## src/rtl/key_encoder_if.sv

```systemverilog
// Request/report bundle for key_encoder_8to3: active-low request lines in,
// enable and ack from the consumer; code/valid handshake plus status back.
interface key_encoder_if;
  logic [7:0] in;
  logic       en;
  logic       ack;
  logic [2:0] code;
  logic       valid;
  logic [7:0] pending;
  logic       lost;

  modport master (output in, en, ack, input code, valid, pending, lost);
  modport slave  (input in, en, ack, output code, valid, pending, lost);
endinterface

```

## src/rtl/key_encoder_8to3.sv

```systemverilog
// Sequential 8-to-3 priority encoder for active-low request lines with a
// valid/ack handshake. Optional per-line debounce: KEY_ENCODER_DEBOUNCE_EN.
module key_encoder_8to3 #(
  parameter int unsigned DB_CYCLES = 4
) (
  input  logic          clk,
  input  logic          rst,
  key_encoder_if.slave  bus
);

  typedef enum logic {IDLE, SHOW} state_t;

  state_t     state_reg, state_next;
  logic [2:0] code_reg, code_next;
  logic [7:0] sync1_reg, sync2_reg;
  logic [7:0] prev_reg;
  logic [7:0] filt;
  logic [7:0] pending_reg, pending_next;
  logic       lost_reg, lost_next;
  logic [7:0] press, capture, clear;
  logic [2:0] top_idx;

  always_ff @(posedge clk or posedge rst) begin
    if (rst) begin
      sync1_reg <= 8'hFF;
      sync2_reg <= 8'hFF;
    end else begin
      sync1_reg <= bus.in;
      sync2_reg <= sync1_reg;
    end
  end

`ifdef KEY_ENCODER_DEBOUNCE_EN
  logic       db_bit_reg [8];
  logic [7:0] db_cnt_reg [8];

  // A line's filtered value flips only after DB_CYCLES consecutive
  // disagreeing samples; any agreeing sample restarts the count.
  for (genvar gi = 0; gi < 8; gi++) begin : g_debounce
    always_ff @(posedge clk or posedge rst) begin
      if (rst) begin
        db_bit_reg[gi] <= 1'b1;
        db_cnt_reg[gi] <= 8'd0;
      end else if (sync2_reg[gi] != db_bit_reg[gi]) begin
        if (db_cnt_reg[gi] == 8'(DB_CYCLES - 1)) begin
          db_bit_reg[gi] <= sync2_reg[gi];
          db_cnt_reg[gi] <= 8'd0;
        end else begin
          db_cnt_reg[gi] <= db_cnt_reg[gi] + 8'd1;
        end
      end else begin
        db_cnt_reg[gi] <= 8'd0;
      end
    end
    assign filt[gi] = db_bit_reg[gi];
  end
`else
  wire db_unused = ^8'(DB_CYCLES);
  assign filt = sync2_reg;
`endif

  assign press   = prev_reg & ~filt;
  assign capture = press & {8{bus.en}};
  assign clear   = (state_reg == SHOW && bus.ack) ? (8'd1 << code_reg) : 8'd0;

  // A fresh capture wins over the ack clear of the same line.
  assign pending_next = (pending_reg & ~clear) | capture;
  assign lost_next    = |(capture & pending_reg);

  always_comb begin
    top_idx = 3'd0;
    for (int i = 0; i < 8; i++) begin
      if (pending_reg[i]) top_idx = 3'(i);
    end
  end

  always_comb begin
    state_next = state_reg;
    code_next  = code_reg;
    case (state_reg)
      IDLE: begin
        if (pending_reg != 8'h00) begin
          code_next  = top_idx;
          state_next = SHOW;
        end
      end
      SHOW: begin
        if (bus.ack) state_next = IDLE;
      end
      default: state_next = IDLE;
    endcase
  end

  always_ff @(posedge clk or posedge rst) begin
    if (rst) begin
      prev_reg    <= 8'hFF;
      pending_reg <= 8'h00;
      lost_reg    <= 1'b0;
      state_reg   <= IDLE;
      code_reg    <= 3'd0;
    end else begin
      prev_reg    <= filt;
      pending_reg <= pending_next;
      lost_reg    <= lost_next;
      state_reg   <= state_next;
      code_reg    <= code_next;
    end
  end

  assign bus.code    = code_reg;
  assign bus.valid   = (state_reg == SHOW);
  assign bus.pending = pending_reg;
  assign bus.lost    = lost_reg;

endmodule

```

## src/flat_wrapper.sv

```systemverilog
// flat-port wrapper written by rule: the top's interface ports become plain ports
module key_encoder_8to3_flat 
#(
  parameter int unsigned DB_CYCLES = 4
)
  (clk, rst, bus_in, bus_en, bus_ack, bus_code, bus_valid, bus_pending, bus_lost);
  key_encoder_if bus_i ();
  input  logic clk;
  input  logic rst;
  input wire logic [$bits(bus_i.in)-1:0] bus_in;
  input wire logic [$bits(bus_i.en)-1:0] bus_en;
  input wire logic [$bits(bus_i.ack)-1:0] bus_ack;
  output wire logic [$bits(bus_i.code)-1:0] bus_code;
  output wire logic [$bits(bus_i.valid)-1:0] bus_valid;
  output wire logic [$bits(bus_i.pending)-1:0] bus_pending;
  output wire logic [$bits(bus_i.lost)-1:0] bus_lost;
  assign bus_i.in = bus_in;
  assign bus_i.en = bus_en;
  assign bus_i.ack = bus_ack;
  assign bus_code = bus_i.code;
  assign bus_valid = bus_i.valid;
  assign bus_pending = bus_i.pending;
  assign bus_lost = bus_i.lost;
  key_encoder_8to3 #(.DB_CYCLES(DB_CYCLES)) u_core (.clk(clk), .rst(rst), .bus(bus_i));
endmodule
```

## config.mk

```make
export PLATFORM = sky130hd
export DESIGN_NAME = key_encoder_8to3_flat
export DESIGN_NICKNAME = d
export VERILOG_FILES = /design/src/rtl/key_encoder_if.sv /design/src/rtl/key_encoder_8to3.sv /design/src/flat_wrapper.sv
export SDC_FILE = /design/constraint.sdc
export NUM_CORES = 1
export LEC_CHECK = 0
export ABC_AREA = 0
export BUFFER_PORTS_ARGS = -buffer_cell sky130_fd_sc_hd__buf_2
export CAP_MARGIN = 30
export CORE_ASPECT_RATIO = 0.9
export CORE_UTILIZATION = 50
export CTS_BUF_LIST = sky130_fd_sc_hd__clkbuf_16
export DETAILED_ROUTE_END_ITERATION = 6
export PLACE_DENSITY = 0.73
export RECOVER_POWER = 25
export SYNTH_ARGS = -nofsm -noshare
export SYNTH_HDL_FRONTEND = slang
export SYNTH_SLANG_ARGS = --single-unit
```

## constraint.sdc

```tcl
create_clock -name clk -period 1.4 [get_ports clk]
set_input_delay 0.14 -clock clk [delete_from_list [all_inputs] [get_ports clk]]
set_output_delay 0.14 -clock clk [all_outputs]
set_load 0.005 [all_outputs]
```

==> metrics.cfg <==
[clock_network]
cts_tree=built
cts-resized-gates=0
clock_latency_ns=0.28
cts.htree.levels=2
cts_max_path_buffers=2
cts_setup_buffers=0
cts.sinks=37
cts_buffers=5
path_clk_slew_ns=0.05
cts_root_buffer=clkbuf_16

[synthesis]
syn-instance-count=97
synth_fa_ha_area_share_pct=0
synth_compound_area_share_pct=10.1
netlist_area_um2=1320
seq_area_frac_synth_pct=72.5
synth_xor_area_share_pct=0
synth_top_family_by_area=simple AND/OR/NAND/NOR gates
synth.area.mux_share_pct=0
synthSimpleGateAreaFrac_pct=14.2
syn_avg_cell_area_um2=13.6
ys_ff_latch=37
yosys_warnings=0
syn-num-nets=109
synth.distinct_cells=20

[detailed_routing]
drtIter0Drc=39
drc=0
antenna_left=0
via_count=881
vias_per_cell=5.31
firstDrtPassIters=4
wl_per_cell_um=14.9
wirelength_mm=2.48

[timing]
tightest_slew_ns=0.439
period_needed_ns=1.25
skew_ns=0.00490
rsz0062_at_grt=false
max_slew_margin_pct=70.7
slew_viol_final=0
tns_ns=0
clock.fmax_mhz=802
post-route-period-util_pct=89.1
setup_viol=0
hold_violations=0

[grt]
met2_usage_pct=35.9
grt_max_degree=38
grt_antenna_before_repair=0
top_usage_layer=met2
gr-usage-all-layers_pct=20.5
grt.met3_usage_pct=4.90
grt_pass1_wl_mm=4.17
grt_util_met1_pct=23.3
overflow=0
first_global_vias=892

[final_layout]
fin_nets=149
syn2layout_area_growth_pct=30.9
drive_gt1_share_pct=42.0
antennaDiodeCount=0
final_area_um2=1730

[floorplanning]
die-width_um=56.1
die_h_um=50.7
row_count=17
io_pins=25
core-area_um2=2470
design.die.area_um2=2850
initial_utilization_pct=53.4

[min_path]
min_from=bus_ack
min_path_type=in2reg

[power_and_ir_drop]
vdd_ir_drop_max_v=0.00149
p_leak_uw=0.000762
power_density_nw_per_um2=1930

[place]
gp_congestion=0.799
portBuffers=24
placed_area_um2=1480
dpl.hpwl_mm=1.50

[setup_path]
cpPeakStageDelay_ns=0.53
endpoint_kind=flop
slowest_stage=dfstp_2
critPathKind=reg2reg
worstPathCellList=nand3b_1 -> o22a_1 -> o221ai_1 -> or2_1
worstReg2RegStart=u_core.filt[1]
required_ns=1.56
crit_start=u_core.filt[1]
crit_path_start_kind=flop
arrival_ns=1.41
path_max_fanout=2

[job]
maxCapViolations=0

[status]
status=completed

power breakdown:
group	total [µW]	internal [µW]	switching, µW
Combinational	595	290	305
Sequential	1570	1290	283
Clock	1170	761	407
path summary, 6_finish.rpt:
check	endpoint	slack [ns]	cells after the start
setup reg to reg	u_core.bus.lost	0.15	4
hold / removal	u_core.bus.valid	0.15	3
setup / recovery	u_core.bus.lost	0.15	4
max in group asynchronous	u_core.prev_reg[1]	0.55	4
min in group asynchronous	u_core.bus.pending[2]	0.50	4
hold reg to reg	u_core.filt[5]	0.36	0
per-stage QoR:
stage / utilization, % / total power, µW / worst slack [ns] / hold WS [ns] / std cells
6_report: 70.0 / 3330 / 0.153 / 0.151 / 166
5_1_grt: 70.0 / 3520 / 0.0631 / 0.161 / 166
4_1_cts: 70.0 / 3350 / 0.149 / 0.149 / 166
3_5_place_dp: 59.8 / 2150 / 0.157 / 0.246 / 149
3_3_place_gp: 59.8 / 2120 / 0.181 / 0.245 / 149
2_1_floorplan: - / 1860 / 0.242 / 0.144 / 97
timing repair:
item / in CTS / in global routing
endpoints found under the hold margin: 21 / 0
endpoints found under the setup margin: 0 / 0
hold buffers: 9 / 0
kinds of logic after synthesis:
logic type,after synthesis
simple gates,28
compound gates,21
buf+inv,11
flops,37
layer usage:
layer,vias to the layer above,routed length (µm)
li1,412,-
met1,435,972
met2,28,1370
met3,6,97
met4,0,43
met5,-,0
cell usage after synthesis:
cell	count	area (µm²)
nand3b_1	9	67.6
o311ai_1	1	8.76
or2_1	1	6.26
o21ai_0	10	50.1
nand2_1	7	26.3
nor4_4	2	42.5
inv_1	10	37.5
a21o_1	1	7.51
dfrtp_1	13	325
nand3_1	1	5.00
nand2b_1	2	12.5
dfstp_2	24	631
nor3_1	4	20.0
buf_2	1	5.00
a21oi_1	3	15.0
o22a_1	2	17.5
a21oi_2	1	8.76
o221ai_1	2	17.5
o21a_1	1	7.51
nor2_1	2	7.51
cells in the final DEF (no fill, tap or decap):
cell / Yosys / layout
dfrtp_1: 13 / 13
o21ai_0: 10 / 10
dfstp_1: 0 / 1
a21o_1: 1 / 1
inv_1: 10 / 10
o21a_1: 1 / 1
nand2b_1: 2 / 2
a21oi_2: 1 / 1
nand3b_1: 9 / 9
clkbuf_16: 0 / 6
o311ai_1: 1 / 1
nand2_1: 7 / 7
buf_2: 1 / 24
clkinv_1: 0 / 1
nor4_4: 2 / 2
o22a_1: 2 / 2
nand3_1: 1 / 1
dfstp_2: 24 / 23
o221ai_1: 2 / 2
nor2_1: 2 / 2
buf_4: 0 / 1
or2_1: 1 / 1
dlygate4sd3_1: 0 / 9
inv_4: 0 / 1
a21oi_1: 3 / 3
nor3_1: 4 / 4
critical path: cells and delay by family, from the launching register on:
| kind | cells | cell delay, ns |
|---|---|---|
| and+or+nand+nor | 2 | 0.35 |
| AOI/OAI and AO/OA | 2 | 0.25 |
| DFF | 1 | 0.53 |
cell type report:
cell class                      count  area, µm²
Clock buffer                        6        150
Clock inverter                      2       10.0
Fill cell                         184        741
Inverter                           10       37.5
Multi-Input combinational cell     49        320
Sequential cell                    37        956
Tap cell                           28       35.0
Timing Repair Buffer               34        218
(Power assumes the default switching activity.)
